File: src/rtl/arb_pkg.sv
// rtl/arb_pkg.sv - shared constants and state encoding for the round-robin arbiter
package arb_pkg;

  localparam int ARB_N     = 8;
  localparam int ARB_IDX_W = 3;

  typedef enum logic {
    ST_IDLE  = 1'b0,
    ST_GRANT = 1'b1
  } arb_state_e;

endpackage

File: src/rtl/rr_pick8.sv
// rtl/rr_pick8.sv - combinational first-set search over 8 requests starting at a rotating index
module rr_pick8
  import arb_pkg::*;
(
  input  logic [ARB_N-1:0]     req,
  input  logic [ARB_IDX_W-1:0] start,
  input  logic [ARB_IDX_W-1:0] mask_idx,
  input  logic                 mask_en,
  output logic                 found,
  output logic [ARB_IDX_W-1:0] idx
);

  logic [ARB_IDX_W-1:0] cand;

  always_comb begin
    found = 1'b0;
    idx   = start;
    cand  = start;
    for (int k = 0; k < ARB_N; k++) begin
      // 3-bit add wraps naturally, giving the mod-8 scan order
      cand = start + k[ARB_IDX_W-1:0];
      if (!found && req[cand] && !(mask_en && (cand == mask_idx))) begin
        found = 1'b1;
        idx   = cand;
      end
    end
  end

endmodule

File: src/rtl/rr_arbiter8.sv
// rtl/rr_arbiter8.sv - eight-way round-robin arbiter with hold-limit preemption
module rr_arbiter8
  import arb_pkg::*;
#(
  parameter int MAX_HOLD = 16
) (
  input  logic                 clk,
  input  logic                 rst_n,
  input  logic [ARB_N-1:0]     req,
  output logic [ARB_N-1:0]     gnt,
  output logic [ARB_IDX_W-1:0] sel,
  output logic                 valid,
  output logic                 preempt
);

  localparam logic [7:0] HOLD_SAT = (MAX_HOLD == 0) ? 8'd255 : 8'(MAX_HOLD - 1);

  arb_state_e           state_q, state_d;
  logic [ARB_N-1:0]     gnt_q, gnt_d;
  logic [ARB_IDX_W-1:0] sel_q, sel_d;
  logic [ARB_IDX_W-1:0] ptr_q, ptr_d;
  logic [7:0]           hold_cnt_q, hold_cnt_d;
  logic                 preempt_q, preempt_d;

  logic                 owner_req;
  logic                 contended;
  logic                 timeout_hit;
  logic [ARB_IDX_W-1:0] pick_start;
  logic                 pick_mask_en;
  logic                 pick_found;
  logic [ARB_IDX_W-1:0] pick_idx;

  assign owner_req   = req[sel_q];
  assign contended   = |(req & ~gnt_q);
  assign timeout_hit = (MAX_HOLD != 0) && (hold_cnt_q == HOLD_SAT) && owner_req && contended;

  // While granted, search starts after the owner; the owner is masked only when it still requests
  assign pick_start   = (state_q == ST_GRANT) ? sel_q + 3'd1 : ptr_q;
  assign pick_mask_en = (state_q == ST_GRANT) && owner_req;

  rr_pick8 u_pick (
    .req      (req),
    .start    (pick_start),
    .mask_idx (sel_q),
    .mask_en  (pick_mask_en),
    .found    (pick_found),
    .idx      (pick_idx)
  );

  always_comb begin
    state_d    = state_q;
    gnt_d      = gnt_q;
    sel_d      = sel_q;
    ptr_d      = ptr_q;
    hold_cnt_d = hold_cnt_q;
    preempt_d  = 1'b0;
    case (state_q)
      ST_IDLE: begin
        if (pick_found) begin
          state_d    = ST_GRANT;
          gnt_d      = 8'b1 << pick_idx;
          sel_d      = pick_idx;
          hold_cnt_d = 8'd0;
        end
      end
      ST_GRANT: begin
        if (!owner_req) begin
          ptr_d      = sel_q + 3'd1;
          hold_cnt_d = 8'd0;
          if (pick_found) begin
            gnt_d = 8'b1 << pick_idx;
            sel_d = pick_idx;
          end else begin
            state_d = ST_IDLE;
            gnt_d   = '0;
          end
        end else if (timeout_hit) begin
          ptr_d      = sel_q + 3'd1;
          gnt_d      = 8'b1 << pick_idx;
          sel_d      = pick_idx;
          hold_cnt_d = 8'd0;
          preempt_d  = 1'b1;
        end else if (hold_cnt_q != HOLD_SAT) begin
          hold_cnt_d = hold_cnt_q + 8'd1;
        end
      end
      default: begin
        state_d = ST_IDLE;
        gnt_d   = '0;
      end
    endcase
  end

  always_ff @(posedge clk or negedge rst_n) begin
    if (!rst_n) begin
      state_q    <= ST_IDLE;
      gnt_q      <= '0;
      sel_q      <= '0;
      ptr_q      <= '0;
      hold_cnt_q <= 8'd0;
      preempt_q  <= 1'b0;
    end else begin
      state_q    <= state_d;
      gnt_q      <= gnt_d;
      sel_q      <= sel_d;
      ptr_q      <= ptr_d;
      hold_cnt_q <= hold_cnt_d;
      preempt_q  <= preempt_d;
    end
  end

  assign gnt     = gnt_q;
  assign sel     = sel_q;
  assign valid   = (state_q == ST_GRANT);
  assign preempt = preempt_q;

endmodule

File: config.mk
export PLATFORM = sky130hd
export DESIGN_NAME = rr_arbiter8
export DESIGN_NICKNAME = d
export VERILOG_FILES = /design/src/rtl/arb_pkg.sv /design/src/rtl/rr_pick8.sv /design/src/rtl/rr_arbiter8.sv
export SDC_FILE = /design/constraint.sdc
export NUM_CORES = 1
export LEC_CHECK = 0
export ABC_CLOCK_PERIOD_IN_PS = 4500
export CAP_MARGIN = 20
export CORE_MARGIN = 10
export CORE_UTILIZATION = 47
export CTS_CLUSTER_SIZE = 16
export DETAILED_ROUTE_END_ITERATION = 10
export PLACE_DENSITY_LB_ADDON = 0.25
export REMOVE_ABC_BUFFERS = 1
export SLEW_MARGIN = 20
export SYNTH_ARGS = -nofsm -noshare
export SYNTH_HDL_FRONTEND = slang
export SYNTH_SLANG_ARGS = --single-unit
export TNS_END_PERCENT = 5
File: constraint.sdc
create_clock -name clk -period 4.5 [get_ports clk]
set_input_delay 1.35 -clock clk [delete_from_list [all_inputs] [get_ports clk]]
set_output_delay 1.35 -clock clk [all_outputs]
set_load 0.005 [all_outputs]
==> run_results.csv <==
group,metric,value,unit
timing,period_needed,4210,ps
run_status,status,"finished clean",
cts,cts_buffer_depth,2,
timing,fin_crit_sh,0.936,
critical_path,start_kind,"input port",
placement,hpwl,6530,µm
placement,portBuffers,22,
global_routing,antenna_found_initial,0,
timing,holdWs,537,ps
global_routing,grt_pass1_vias,2586,
critical_path,critPathSlowestCell,"clkdlybuf4s50_1",
die,start_util,0.483,
die,num_rows,27,
critical_path,cp.arrival,4360,ps
die,die-area,0.00903,mm²
route,wire_per_inst,19.6,µm
logic_synthesis,synth.distinct_cells,70,
logic_synthesis,syn_inst,313,
cts,clk_latency,260,ps
logic_synthesis,yosysWarningCount,0,
timing,worst_clock_skew,6.17,ps
final_layout,final_cell_mix,"dfrtp_1, nand2_1, clkdlybuf4s50_1, buf_4, nor2_1",
cts,cts_repair_resize_count,0,
timing,drv_slew,0,
route,ant_nets,0,
cts,root_buffer,"clkbuf_8",
logic_synthesis,synth-seq-area-share,0.227,
critical_path,cp-end-kind,"flip-flop",
timing,tightest_slew,635,ps
cts,htree_num_levels,1,
cts,path_clk_slew,80,ps
timing,max_freq,237,MHz
min_path,hold_path_class,"flip-flop to flip-flop",
logic_synthesis,synth-edff-count,0,
final_layout,final-seq-area,601,µm²
critical_path,slowest_delay,600,ps
placement,place.gp.congestion,0.962,
cts,cts_tree,"done",
critical_path,r2r_slack,460,ps
cts,cts-buffers-inserted,3,
final_layout,layout_commonest_cell,"dfrtp_1",
final_layout,antennaDiodeCount,0,
final_layout,layout.nets,358,
critical_path,crit_chain,"clkdlybuf4s50_1 -> inv_1 -> nor3_1 -> nor3_1 -> a211oi_1 -> nor2_1 -> and3_1 -> a21boi_0 -> o211a_1 -> o41ai_1",
global_routing,grt_usage,0.184,
route,vias,2748,
logic_synthesis,synth-seq-cells,24,
die,die_w,95.0,µm
route,routed_wl,8150,µm
critical_path,crit_buf_inv,2,
global_routing,grt-ovfl-total,0,
die,ios,23,
final_layout,fill_cells,518,
timing,setup_tns,0,ps
logic_synthesis,synth_area,0.00265,mm²
critical_path,crit_top_cell,"nor3_1",
critical_path,worstPathRequired,4650,ps
timing,layout_setup_ws,289,ps
die,die_h,95.0,µm
timing,finalHoldViolations,0,
timing,grt_setup_unrepaired,"no",
timing,finalSetupViolCount,0,
cts,hold_buffers,0,
logic_synthesis,syn_avg_cell_area,8.45,µm²
route,first_pass_iters,6,
final_layout,drive_above_1_share,0.184,
timing,relSlewSlack,0.571,
placement,pre_cts_ws,113,ps
route,drt_iter0_drc,281,
critical_path,criticalPathCategory,"input port to flip-flop",
final_layout,multi_input_area,0.00188,mm²
final_layout,syn_to_final_growth,15.9,%
global_routing,grt_max_degree,25,
cts,cts_setup_buffers,0,
critical_path,path_delay_family,"compound AO/OA/AOI/OAI gates",
die,coreArea,0.00547,mm²
cts,cts_sinks,24,
global_routing,grt_pass1_wl,13400,µm
logic_synthesis,synthFlopType,"dfrtp_1",
route,drc,0,
job,maxCapViolCount,0,
route,via_per_inst,6.62,
logic_synthesis,synthArstFlopShare,1.00,
critical_path,crit_fanout,9,
## logic make-up after synthesis
| logic type | synth area share |
|---|---|
| DFF | 0.227 |
| xor gates and xnor gates | 0.0397 |
| buffers and inverters | 0.0615 |
| adders and majority gates | 0.0189 |
| and+or+nand+nor | 0.229 |
| AOI/OAI and AO/OA | 0.295 |
| muxes | 0.129 |
## state kept, by name, summed over array words and instances, names as in the netlist
name	count
hold_cnt_q	8
ptr_q	3
sel	3
preempt	1
valid	1
gnt	8
## cells in the mapped netlist, types with 5 or more instances
library cell | n | share of area
a21oi_1 | 14 | 0.026
buf_2 | 8 | 0.015
inv_1 | 17 | 0.024
nor3_1 | 8 | 0.015
nor2_1 | 19 | 0.027
mux4_2 | 6 | 0.051
o21ai_0 | 17 | 0.032
a211oi_1 | 5 | 0.014
nand2_1 | 21 | 0.030
nor2b_1 | 9 | 0.021
o22ai_1 | 5 | 0.012
mux2i_1 | 7 | 0.026
nand3_1 | 15 | 0.028
a41o_1 | 6 | 0.023
and3_1 | 9 | 0.021
dfrtp_1 | 24 | 0.23
mux2_2 | 11 | 0.047
a31oi_1 | 5 | 0.012
a22o_1 | 5 | 0.017
nand2b_1 | 6 | 0.014
and2_1 | 8 | 0.019
or2_2 | 5 | 0.012
xnor2_1 | 9 | 0.030
## worst reg2reg max path: cells and delay by family (launching register included)
kind            cells  cell delay (ps)
buf+inv             3              400
fa+ha+maj           2              780
simple gates        2              500
compound gates      3              900
flops               1              390
mux                 2              950
## routing by layer
metal  vias up  share of wire  track usage
met3        27           0.10       0.0322
met4         0          0.037       0.0723
met5         -              0            0
met2       164           0.44        0.280
met1      1299           0.42        0.252
li1       1258              -            -
## final timing paths
check	start	endpoint	cells after the start
worst min-delay path	hold_cnt_q[3]$_DFFE_PN0P_	hold_cnt_q[3]$_DFFE_PN0P_	1
worst min register to register	hold_cnt_q[3]$_DFFE_PN0P_	hold_cnt_q[3]$_DFFE_PN0P_	1
min in group asynchronous	rst_n	ptr_q[1]$_DFFE_PN0P_	1
worst max register to register	sel[1]$_DFFE_PN0P_	gnt[1]$_DFFE_PN0P_	12
worst max-delay path	req[3]	gnt[1]$_DFFE_PN0P_	10
max in group asynchronous	rst_n	gnt[7]$_DFFE_PN0P_	1
## metrics by stage
step	cell area, µm²	utilization	instances
finish	3070	0.560	415
floorplan	2550	-	297
global placement	3020	0.551	411
global route	3070	0.560	415
CTS	3070	0.561	415
detailed placement	3020	0.551	411
## area by class of cell
class	instances	area share
flip-flops and latches	24	0.196
clock buffers	4	0.0180
repair buffers	42	0.119
well taps	72	0.0294
inverters	18	0.0237
multi-input cells	255	0.614
Power is left out: the tool's default activity adds up to more than one toggle a clock period on the data nets, which glitch-free logic cannot reach.
